===== src/rtl/adam_axil_to_mem.sv =====
// ---------------------------------------------------------------------------
// adam_axil_to_mem
//
// AXI-Lite slave that terminates one core-side AXI-Lite port onto a
// single-port SRAM macro with one cycle of read latency. Reads and writes are
// serialized through a small FSM. When a complete write and a read arrive in
// the same cycle, a round-robin pointer decides which one goes first. The
// pause handshake lets the memory be quiesced: new transactions are refused
// and ack is raised once the block is idle with nothing buffered.
//
// Ports
//   i_clk, i_rst         clock (rising edge), asynchronous active-high reset
//   i_pause_req          request to quiesce
//   o_pause_ack          idle, nothing buffered, new transactions refused
//   i_axil_aw*/o_axil_awready   write address channel
//   i_axil_w*/o_axil_wready     write data channel (data + byte strobes)
//   o_axil_b*/i_axil_bready     write response channel (always OKAY)
//   i_axil_ar*/o_axil_arready   read address channel
//   o_axil_r*/i_axil_rready     read data channel (always OKAY)
//   o_mem_req            SRAM access strobe, one cycle per access
//   o_mem_we             1 = write, 0 = read
//   o_mem_addr           word address (byte offset dropped, upper bits alias)
//   o_mem_be             byte enables (write strobe, all-ones on read)
//   o_mem_wdata          write data
//   i_mem_rdata          read data, valid the cycle after a read strobe
// ---------------------------------------------------------------------------
module adam_axil_to_mem #(
   parameter int ADDR_WIDTH = 32,
   parameter int DATA_WIDTH = 32,
   parameter int MEM_WORDS  = 1024,
   localparam int STRB_WIDTH = DATA_WIDTH / 8,
   localparam int MEM_AW     = $clog2(MEM_WORDS),
   localparam int BYTE_OFS   = $clog2(STRB_WIDTH)
) (
   input  logic                  i_clk,
   input  logic                  i_rst,
   input  logic                  i_pause_req,
   output logic                  o_pause_ack,
   input  logic [ADDR_WIDTH-1:0] i_axil_awaddr,
   input  logic                  i_axil_awvalid,
   output logic                  o_axil_awready,
   input  logic [DATA_WIDTH-1:0] i_axil_wdata,
   input  logic [STRB_WIDTH-1:0] i_axil_wstrb,
   input  logic                  i_axil_wvalid,
   output logic                  o_axil_wready,
   output logic [1:0]            o_axil_bresp,
   output logic                  o_axil_bvalid,
   input  logic                  i_axil_bready,
   input  logic [ADDR_WIDTH-1:0] i_axil_araddr,
   input  logic                  i_axil_arvalid,
   output logic                  o_axil_arready,
   output logic [DATA_WIDTH-1:0] o_axil_rdata,
   output logic [1:0]            o_axil_rresp,
   output logic                  o_axil_rvalid,
   input  logic                  i_axil_rready,
   output logic                  o_mem_req,
   output logic                  o_mem_we,
   output logic [MEM_AW-1:0]     o_mem_addr,
   output logic [STRB_WIDTH-1:0] o_mem_be,
   output logic [DATA_WIDTH-1:0] o_mem_wdata,
   input  logic [DATA_WIDTH-1:0] i_mem_rdata
);

   typedef enum logic [2:0] {
      IDLE,
      RD_ACC,
      RD_CAP,
      RD_RESP,
      WR_ACC,
      WR_RESP
   } StateType;

   StateType                r_state;
   StateType                w_stateNext;
   logic                    r_active;
   logic                    r_awFull;
   logic                    r_wFull;
   logic                    r_arFull;
   logic                    r_rrReadFirst;
   logic [MEM_AW-1:0]       r_awAddr;
   logic [MEM_AW-1:0]       r_arAddr;
   logic [DATA_WIDTH-1:0]   r_wData;
   logic [STRB_WIDTH-1:0]   r_wStrb;
   logic [DATA_WIDTH-1:0]   r_rdata;
   logic                    r_pauseAck;
   logic                    w_awFullNext;
   logic                    w_wFullNext;
   logic                    w_arFullNext;
   logic                    w_rrReadFirstNext;
   logic                    w_awHs;
   logic                    w_wHs;
   logic                    w_arHs;
   logic                    w_wrGo;
   logic                    w_rdGo;
   logic                    w_unusedAddr;

   // Only the word-address slice of the AXI addresses reaches the SRAM; the
   // byte offset and anything above the array size are deliberately dropped.
   assign w_unusedAddr = ^{i_axil_awaddr, i_axil_araddr};

   // Ready generation. r_active keeps every ready low until the first edge
   // after reset release. While paused, AW and AR are refused, but a write
   // whose address is already held may still take its data beat so it can
   // drain. AR is only taken from IDLE with no complete write or read queued.
   assign o_axil_awready = r_active && !r_awFull && !i_pause_req;
   assign o_axil_wready  = r_active && !r_wFull && (!i_pause_req || r_awFull);
   assign o_axil_arready = r_active && (r_state == IDLE) && !r_arFull &&
                           !(r_awFull && r_wFull) && !i_pause_req;

   assign w_awHs = i_axil_awvalid && o_axil_awready;
   assign w_wHs  = i_axil_wvalid && o_axil_wready;
   assign w_arHs = i_axil_arvalid && o_axil_arready;

   // A write may launch in the same cycle its last beat arrives, which is
   // what gives the one-cycle handshake-to-strobe latency.
   assign w_wrGo = (r_awFull || w_awHs) && (r_wFull || w_wHs);
   assign w_rdGo = r_arFull || w_arHs;

   // Memory-side and response outputs decode straight from the state
   // register, so they are glitch-free and all zero in IDLE and in reset.
   assign o_mem_req     = (r_state == RD_ACC) || (r_state == WR_ACC);
   assign o_mem_we      = (r_state == WR_ACC);
   assign o_mem_addr    = (r_state == WR_ACC) ? r_awAddr :
                          (r_state == RD_ACC) ? r_arAddr : '0;
   assign o_mem_be      = (r_state == WR_ACC) ? r_wStrb :
                          (r_state == RD_ACC) ? {STRB_WIDTH{1'b1}} : '0;
   assign o_mem_wdata   = (r_state == WR_ACC) ? r_wData : '0;
   assign o_axil_rvalid = (r_state == RD_RESP);
   assign o_axil_bvalid = (r_state == WR_RESP);
   assign o_axil_rdata  = r_rdata;
   assign o_axil_rresp  = 2'b00;
   assign o_axil_bresp  = 2'b00;
   assign o_pause_ack   = r_pauseAck;

   // Next-state logic. In IDLE a contested cycle (complete write and a read
   // at once) is resolved by the round-robin pointer. The pointer only moves
   // on contested grants, so uncontested traffic never skews the fairness
   // between the two. A read that loses is parked in the AR holder and
   // served as soon as the FSM returns to IDLE.
   always_comb begin
      w_stateNext       = r_state;
      w_awFullNext      = r_awFull || w_awHs;
      w_wFullNext       = r_wFull || w_wHs;
      w_arFullNext      = r_arFull;
      w_rrReadFirstNext = r_rrReadFirst;
      case (r_state)
         IDLE: begin
            if (w_wrGo && w_rdGo) begin
               if (r_rrReadFirst) begin
                  w_stateNext  = RD_ACC;
                  w_arFullNext = 1'b0;
               end else begin
                  w_stateNext  = WR_ACC;
                  w_arFullNext = 1'b1;
               end
               w_rrReadFirstNext = !r_rrReadFirst;
            end else if (w_wrGo) begin
               w_stateNext = WR_ACC;
            end else if (w_rdGo) begin
               w_stateNext  = RD_ACC;
               w_arFullNext = 1'b0;
            end
         end
         RD_ACC:  w_stateNext = RD_CAP;
         RD_CAP:  w_stateNext = RD_RESP;
         RD_RESP: if (i_axil_rready) w_stateNext = IDLE;
         WR_ACC: begin
            w_stateNext  = WR_RESP;
            w_awFullNext = 1'b0;
            w_wFullNext  = 1'b0;
         end
         WR_RESP: if (i_axil_bready) w_stateNext = IDLE;
         default: w_stateNext = IDLE;
      endcase
   end

   // State register. Reset drops straight back to IDLE, which kills any
   // valid or memory strobe in the same instant.
   always_ff @(posedge i_clk or posedge i_rst) begin
      if (i_rst) begin
         r_state <= IDLE;
      end else begin
         r_state <= w_stateNext;
      end
   end

   // Holders, arbitration pointer, captured read data and pause ack. The ack
   // looks at where the FSM and holders will be next cycle, so it rises the
   // cycle right after the final response handshake and falls the cycle
   // after the request is withdrawn.
   always_ff @(posedge i_clk or posedge i_rst) begin
      if (i_rst) begin
         r_active      <= 1'b0;
         r_awFull      <= 1'b0;
         r_wFull       <= 1'b0;
         r_arFull      <= 1'b0;
         r_rrReadFirst <= 1'b0;
         r_awAddr      <= '0;
         r_arAddr      <= '0;
         r_wData       <= '0;
         r_wStrb       <= '0;
         r_rdata       <= '0;
         r_pauseAck    <= 1'b0;
      end else begin
         r_active      <= 1'b1;
         r_awFull      <= w_awFullNext;
         r_wFull       <= w_wFullNext;
         r_arFull      <= w_arFullNext;
         r_rrReadFirst <= w_rrReadFirstNext;
         if (w_awHs) r_awAddr <= i_axil_awaddr[MEM_AW+BYTE_OFS-1:BYTE_OFS];
         if (w_arHs) r_arAddr <= i_axil_araddr[MEM_AW+BYTE_OFS-1:BYTE_OFS];
         if (w_wHs) begin
            r_wData <= i_axil_wdata;
            r_wStrb <= i_axil_wstrb;
         end
         if (r_state == RD_CAP) r_rdata <= i_mem_rdata;
         r_pauseAck <= i_pause_req && (w_stateNext == IDLE) &&
                       !w_awFullNext && !w_wFullNext && !w_arFullNext;
      end
   end

endmodule


===== config.mk =====
export PLATFORM = sky130hd
export DESIGN_NAME = adam_axil_to_mem
export DESIGN_NICKNAME = d
export VERILOG_FILES = /design/src/rtl/adam_axil_to_mem.sv
export SDC_FILE = /design/constraint.sdc
export NUM_CORES = 1
export LEC_CHECK = 0
export ABC_AREA = 1
export CAP_MARGIN = 20
export CORE_AREA = 2 2 103 105
export CTS_CLUSTER_DIAMETER = 120
export CTS_CLUSTER_SIZE = 24
export DETAILED_ROUTE_END_ITERATION = 7
export DIE_AREA = 0 0 105 107
export GPL_TIMING_DRIVEN = 0
export PLACE_DENSITY = 0.9
export SLEW_MARGIN = 25
export SYNTH_ARGS = -nofsm -noshare
export SYNTH_HDL_FRONTEND = slang
export SYNTH_SLANG_ARGS = --single-unit

===== constraint.sdc =====
create_clock -name i_clk -period 9.7 [get_ports i_clk]
set_clock_uncertainty 0.1 [all_clocks]
set_input_delay 1.94 -clock i_clk [delete_from_list [all_inputs] [get_ports i_clk]]
set_output_delay 1.94 -clock i_clk [all_outputs]
set_load 0.02 [all_outputs]

---- After elaboration in Yosys (flattened, before gate mapping) ----
Index checks and enable logic that the tools add are counted.
word-level totals
  flip-flop bits (word level) ............. 97
  latch bits .............................. 0
  RAM bits ................................ 0
  ROM bits ................................ 0
  input bits .............................. 140
  output and inout bits ................... 90
  word-level logic and storage cells ...... 71
  memories kept ........................... 0
cells by class
  $add $sub $neg .......................... 0
  $mul .................................... 0
  divide/modulo/power cells ............... 0
  magnitude comparators ................... 0
  equal/unequal tests ..................... 5
  shifts and indexed selects .............. 0
  muxes and demuxes ....................... 19
  bitwise operators ....................... 0
  reduce and logical (&&, ||, !) cells .... 35
operators with widths
  operator                                                               number
  32-bit 2-to-1 mux                                                      1
  10-bit 2-to-1 mux                                                      2
  1-bit logical AND                                                      18
  3-bit 2-to-1 mux                                                       6
  3-bit case mux with 6 select lines                                     1
  1-bit zero test                                                        9
  4-bit 2-to-1 mux                                                       2
  1-bit 2-to-1 mux                                                       7
  3-bit by 2-bit equality test with 1-bit output, second input constant  2
  3-bit equality test, second input constant                             2
  3-bit zero test                                                        2
  1-bit logical OR                                                       5
  3-bit by 1-bit equality test with 1-bit output, second input constant  1
  2-bit AND reduction                                                    1

---- Depth between registers and ports, before layout ----
Gate-level depths: netlist of the first run.
  word-level depth ........................ 16
  depth in mapped cells ................... 10
  depth with buffers taken out ............ 10

---- Least setup slack after synthesis of the first run ----
Ideal clock, no wire load.
  path kind ............................... input port to output port
  start ................................... in i_pause_req
  end ..................................... out o_axil_arready
  arrival time ............................ 2.378 ns
  data required time ...................... 7.660 ns
  slack ................................... 5.282 ns
  cell stages on the path ................. 3
  buffers on the path ..................... 0
  path through ............................ inv_1 -> nand3_1 -> nor2_2
on the way
  cells in the longest elaborated chain, start to end .. 2
RTL lines
  what               line  source
  from (decl)        37    input logic i_pause_req,
  1-bit zero test    108   !(r_awFull && r_wFull) && !i_pause_req;
  1-bit logical AND  108
  to (decl)          51    output logic o_axil_arready,
No other way between the ends.

---- Worst setup path after layout of the first run ----
Same ends and word-level chain as after synthesis.

==> impl_metrics.toml, run 1 <==
[die]
die-width_um = 105
start_util_pct = 40.8
die_area_um2 = 11200
die_h_um = 107
ios = 230
fp-row-count = 37
core_um2 = 10100

[route]
routed.top_layer = "met4"
route.detailed.drc = 0
met3WireLength_um = 622
vias = 3613
dr.first_iter.drc_count = 151
wl_mm = 11.3
route.met2.wl_mm = 5.74
wl_per_cell_um = 14.7
met1_length_mm = 4.71
dr.pass1.iters = 4
postRouteAntennaNets = 0
via_per_inst = 4.73

[worst_setup_path]
cp-start-kind = "input port"
path_buf_inv = 3
cp_common_cell = "clkdlybuf4s50_1"
criticalPathCategory = "in2out"
cp_cell_sequence = "clkdlybuf4s50_1 > inv_1 > nand3_1 > nor2_2 > clkdlybuf4s50_1"
worstPathRequired_ns = 7.66
cp_top_family = "buffers and inverters"
crit_path_end_kind = "output pin"
worstPathArrival_ns = 3.44
cpMaxStageDelayCell = "clkdlybuf4s50_1"
max_stage_delay_ns = 0.66
path_max_fanout = 3

[timing]
holdWs_ns = 0.409
slew_violations = 0
timing.final.crit_period_ns = 5.48
finalHoldViolCount = 0
tightest_slew_ns = 0.530
totalNegativeSetupSlack_ns = 0
max-slew-margin-rel_pct = 64.7
setup_viol = 0
fmax_mhz = 183
fin_crit_sh_pct = 56.5
rsz0062_at_grt = "no"

[yosys]
synth_edf_count = 0
synth_area_per_cell_um2 = 9.60
yosys_warnings = 0
synth_async_sr_flop_share_pct = 100
syn_area_um2 = 4120
ys_ff_latch = 97
synth.distinct_cells = 22
ys_seq_area_share_pct = 58.9
yosys_most_used_dff = "dfrtp_1"
synthCells = 429

[grt]
grt_pass1_wl_mm = 17.6
grt_max_degree = 60
grt_util_all_layers_pct = 19.8
antenna_found_initial = 0
grt-ovfl-total = 0
grt_pass1_vias = 3691

[clock_network]
post_cts_buffers = 0
root_buffer = "clkbuf_8"
cts_max_level = 3
cts_tree = "yes"
numCtsBuffers = 9
clock_sinks = 97
clk_pin_slew_ns = 0.08
post_cts_resized = 0
hold_buffers = 0
cts_max_path_buffers = 2
clock_latency_ns = 0.34

[worst_hold_path]
hold_path.class = "reg2reg"

[power]
power_density_nw_per_um2 = 299
peakVddDrop_mv = 0.124
power.leakage_nw = 2.97

[placement]
gp_congestion = 0.898
port_buffers = 181
hpwl_mm = 8.73

[final_layout]
n_fill_cell = 830
drive_above_1_share_pct = 11.5
layout_common_cells = "clkdlybuf4s50_1, dfrtp_1, nor2_1, inv_1, a21oi_1"
final_common_cell = "clkdlybuf4s50_1"
n_antenna_cell = 0
syn_to_final_growth_pct = 54.0
nets = 765

[outcome]
outcome = "completed"

[flow_run]
drv_cap = 0
[power by group]
part	internal [mW]	total, mW	switching [mW]
clock network	0.142	0.270	0.128
registers	0.601	0.685	0.0831
logic	0.444	0.942	0.498
[cells in the mapped netlist, types with 2 or more instances]
cell type / n / area share (%)
nor2_1: 80 / 7.3
a21oi_1: 42 / 5.1
buf_4: 4 / 0.73
nor3_1: 3 / 0.36
clkbuf_1: 9 / 0.82
dfrtp_1: 97 / 59
buf_2: 8 / 0.97
mux2_2: 38 / 10
conb_1: 2 / 0.18
nand2_1: 39 / 3.6
o21ai_0: 14 / 1.7
o22ai_1: 8 / 1.2
nor2_2: 2 / 0.30
nand3_1: 7 / 0.85
inv_1: 68 / 6.2
nand2_2: 2 / 0.30
[final timing paths]
path | startpoint | to | slack [ns] | cells after the start
worst min-delay path | o_axil_rdata[27] | o_axil_rdata[27] | 0.41 | 1
worst max-delay path | i_pause_req | o_axil_arready | 4.22 | 5
max in group asynchronous | i_rst | r_arAddr[0] | 7.03 | 3
min in group asynchronous | i_rst | o_axil_rdata[25] | 1.87 | 2
worst min register to register | o_axil_rdata[27] | o_axil_rdata[27] | 0.41 | 1
worst max register to register | r_state[2] | o_pause_ack | 7.90 | 9
[through the flow]
step / instance area [um2] / setup slack [ns] / cells / power [mW] / util, %
final: 6340 / 4.22 / 764 / 1.90 / 62.9
after detailed placement: 6150 / 4.23 / 750 / 1.64 / 60.9
after global routing: 6340 / 4.18 / 764 / 2.01 / 62.9
after floorplan: 4130 / 5.13 / 432 / 1.21 / -
after CTS: 6340 / 4.23 / 764 / 1.91 / 62.9
after global placement: 6110 / 3.92 / 749 / 1.59 / 60.6
[logic make-up (layout without fill, tap and decap cells)]
kind of cell / after synthesis / after routing / share of synthesized area [%]
compound gates: 65 / 65 / 8.23
buf+inv: 90 / 286 / 8.81
flops: 97 / 97 / 58.9
mux: 38 / 38 / 10.4
other cells: 2 / 5 / 0.182
simple gates: 137 / 137 / 13.5
[cell type report]
cell class              instances  area, um2  area share (%)
flip-flops and latches         97       2430            38.3
repair buffers                182       1840            29.0
multi-input cells             245       1340            21.1
inverters                      68        260            4.10
well taps                     136        170            2.68
clock buffers                  10        128            2.01
plain buffers                  22        108            1.70
clock inverters                 4       70.1            1.10
[state kept, by name, indices dropped and copies added, names as in the netlist]
name	count
r_active	1
r_arAddr	10
r_wData	32
r_wStrb	4
r_wFull	1
o_axil_rdata	32
r_awAddr	10
r_awFull	1
o_pause_ack	1
r_rrReadFirst	1
r_state	3
r_arFull	1
[per-layer routing]
layer	up-vias	global-route usage [%]
met4	0	6.67
met3	21	4.07
li1	1722	-
met5	-	0
met2	152	34.9
met1	1718	24.1
Note: power is estimated with default switching activity, not from simulation.
==> run 2: changes to the inputs <==
--- a/config.mk
+++ b/config.mk
@@ -7,13 +7,13 @@
 export LEC_CHECK = 0
 export ABC_AREA = 1
 export CAP_MARGIN = 20
-export CORE_AREA = 2 2 103 105
+export CORE_AREA = 2 2 106 108
 export CTS_CLUSTER_DIAMETER = 120
 export CTS_CLUSTER_SIZE = 24
 export DETAILED_ROUTE_END_ITERATION = 7
-export DIE_AREA = 0 0 105 107
+export DIE_AREA = 0 0 108 110
 export GPL_TIMING_DRIVEN = 0
-export PLACE_DENSITY = 0.9
+export PLACE_DENSITY = 0.86
 export SLEW_MARGIN = 25
 export SYNTH_ARGS = -nofsm -noshare
 export SYNTH_HDL_FRONTEND = slang
==> constraint.sdc (replaced) <==
create_clock -name i_clk -period 5.3 [get_ports i_clk]
set_clock_uncertainty 0.1 [all_clocks]
set_input_delay 1.06 -clock i_clk [delete_from_list [all_inputs] [get_ports i_clk]]
set_output_delay 1.06 -clock i_clk [all_outputs]
set_load 0.02 [all_outputs]
==> impl_metrics.toml, run 2 (synthesized netlist as in run 1, its figures left out) <==
[die]
die_area_um2 = 11900
die_h_um = 110
core_um2 = 10700
start_util_pct = 38.5
fp-row-count = 38
ios = 230
die-width_um = 108

[grt]
grt_max_degree = 57
grt_pass1_vias = 3619
antenna_found_initial = 0
grt_util_all_layers_pct = 18.1
grt-ovfl-total = 0
grt_pass1_wl_mm = 16.7

[final_layout]
drive_above_1_share_pct = 11.9
final_area_um2 = 6340
n_antenna_cell = 0
final_common_cell = "clkdlybuf4s50_1"
layout_common_cells = "clkdlybuf4s50_1, dfrtp_1, nor2_1, inv_1, a21oi_1"
nets = 765
syn_to_final_growth_pct = 54.0

[worst_setup_path]
crit_path_end_kind = "output pin"
cp-start-kind = "register"
worstPathArrival_ns = 2.53
worstPathRequired_ns = 4.14
path_max_fanout = 10
criticalPathCategory = "reg2out"

[power]
power_mw = 3.43
p_clk_share_pct = 13.8
p_int_mw = 2.13
power.switching_mw = 1.30
p_seq_share_pct = 36.4
switching_share_pct = 37.9
power.leakage_nw = 2.97
power_density_nw_per_um2 = 541
combPwrFrac_pct = 49.8
peakVddDrop_mv = 0.264

[placement]
port_buffers = 181
hpwl_mm = 8.45
post-place-ws_ns = 1.62
gp_congestion = 0.846
dpl_cell_area_um2 = 6150

[timing]
slew_violations = 0
timing.final.crit_period_ns = 3.69
setup_viol = 0
max-slew-margin-rel_pct = 66.1
rsz0062_at_grt = "no"
worst_slack_ns = 1.61
finalHoldViolCount = 0
totalNegativeSetupSlack_ns = 0
fin_crit_sh_pct = 69.6
fmax_mhz = 271
tightest_slew_ns = 0.509

[route]
via_per_inst = 4.63
wl_per_cell_um = 14.0
dr.first_iter.drc_count = 143
vias = 3565
wl_mm = 10.8
route.detailed.drc = 0
postRouteAntennaNets = 0
dr.pass1.iters = 4

[clock_network]
clk_pin_slew_ns = 0.09
hold_buffers = 0
cts_max_level = 3
clock_latency_ns = 0.35
post_cts_buffers = 0
cts_max_path_buffers = 2
cts_tree = "yes"
clock_sinks = 97
numCtsBuffers = 9
post_cts_resized = 0
root_buffer = "clkbuf_8"

[worst_hold_path]
hold_path.class = "reg2reg"

[flow_run]
drv_cap = 0

[outcome]
outcome = "completed"
run 2: cell count changes in the layout (fill, tap and decap cells not counted):
cell / before / now
clkinvlp_4: 0 / 1
clkbuf_1: 10 / 9
clkinv_4: 0 / 1
inv_6: 1 / 2
clkinv_2: 2 / 3
bufinv_16: 2 / 1
run 2: metal layers:
metal | track usage, % | part of all wire, % | vias to the layer above
met1 | 20.7 | 40 | 1683
met3 | 5.11 | 8.4 | 19
met2 | 31.6 | 49 | 146
met4 | 8.42 | 2.3 | 0
met5 | 0 | 0 | -
li1 | - | - | 1717
run 2: worst paths after layout:
path,from,to,slack [ns],cells past startpoint
max in group asynchronous,i_rst,r_state[1],3.53,3
min in group asynchronous,i_rst,o_axil_rdata[24],0.98,2
worst min-delay path,o_axil_rdata[19],o_axil_rdata[19],0.41,1
worst min register to register,o_axil_rdata[19],o_axil_rdata[19],0.41,1
worst max-delay path,r_state[0],o_mem_addr[7],1.61,6
worst max register to register,r_active,o_pause_ack,3.54,10
run 2: power by group through the flow:
stage	Clock (mW)	Sequential [mW]	Combinational [mW]
3_5_place_dp	0	1.27	1.72
2_1_floorplan	0	1.39	0.823
5_1_grt	0.521	1.29	1.85
6_report	0.472	1.25	1.71
4_1_cts	0.490	1.25	1.72
3_3_place_gp	0	1.25	1.67
run 2: metrics by stage:
stage | util [%] | hold WS (ns) | std cells
finish | 59.3 | 0.408 | 770
global route | 59.3 | 0.429 | 770
CTS | 59.3 | 0.413 | 770
detailed placement | 57.5 | 0.393 | 754
global placement | 57.2 | 0.386 | 753
floorplan | - | 0.368 | 432
run 2: layout make-up:
type	instances	area, um2
Fill cell	896	4350
Multi-Input combinational cell	245	1340
Timing Repair Buffer	182	1840
Sequential cell	97	2430
Tap cell	140	175
Buffer	22	108
Clock buffer	9	124
Clock inverter	7	70.1
Inverter	68	260
run 2: critical path, stage by stage, from the launching register on:
cell and delay (ns):
dfrtp_1 0.44, inv_1 0.11, nor3_1 0.36, inv_1 0.19, buf_2 0.24, o22ai_1 0.18, clkdlybuf4s50_1 0.65
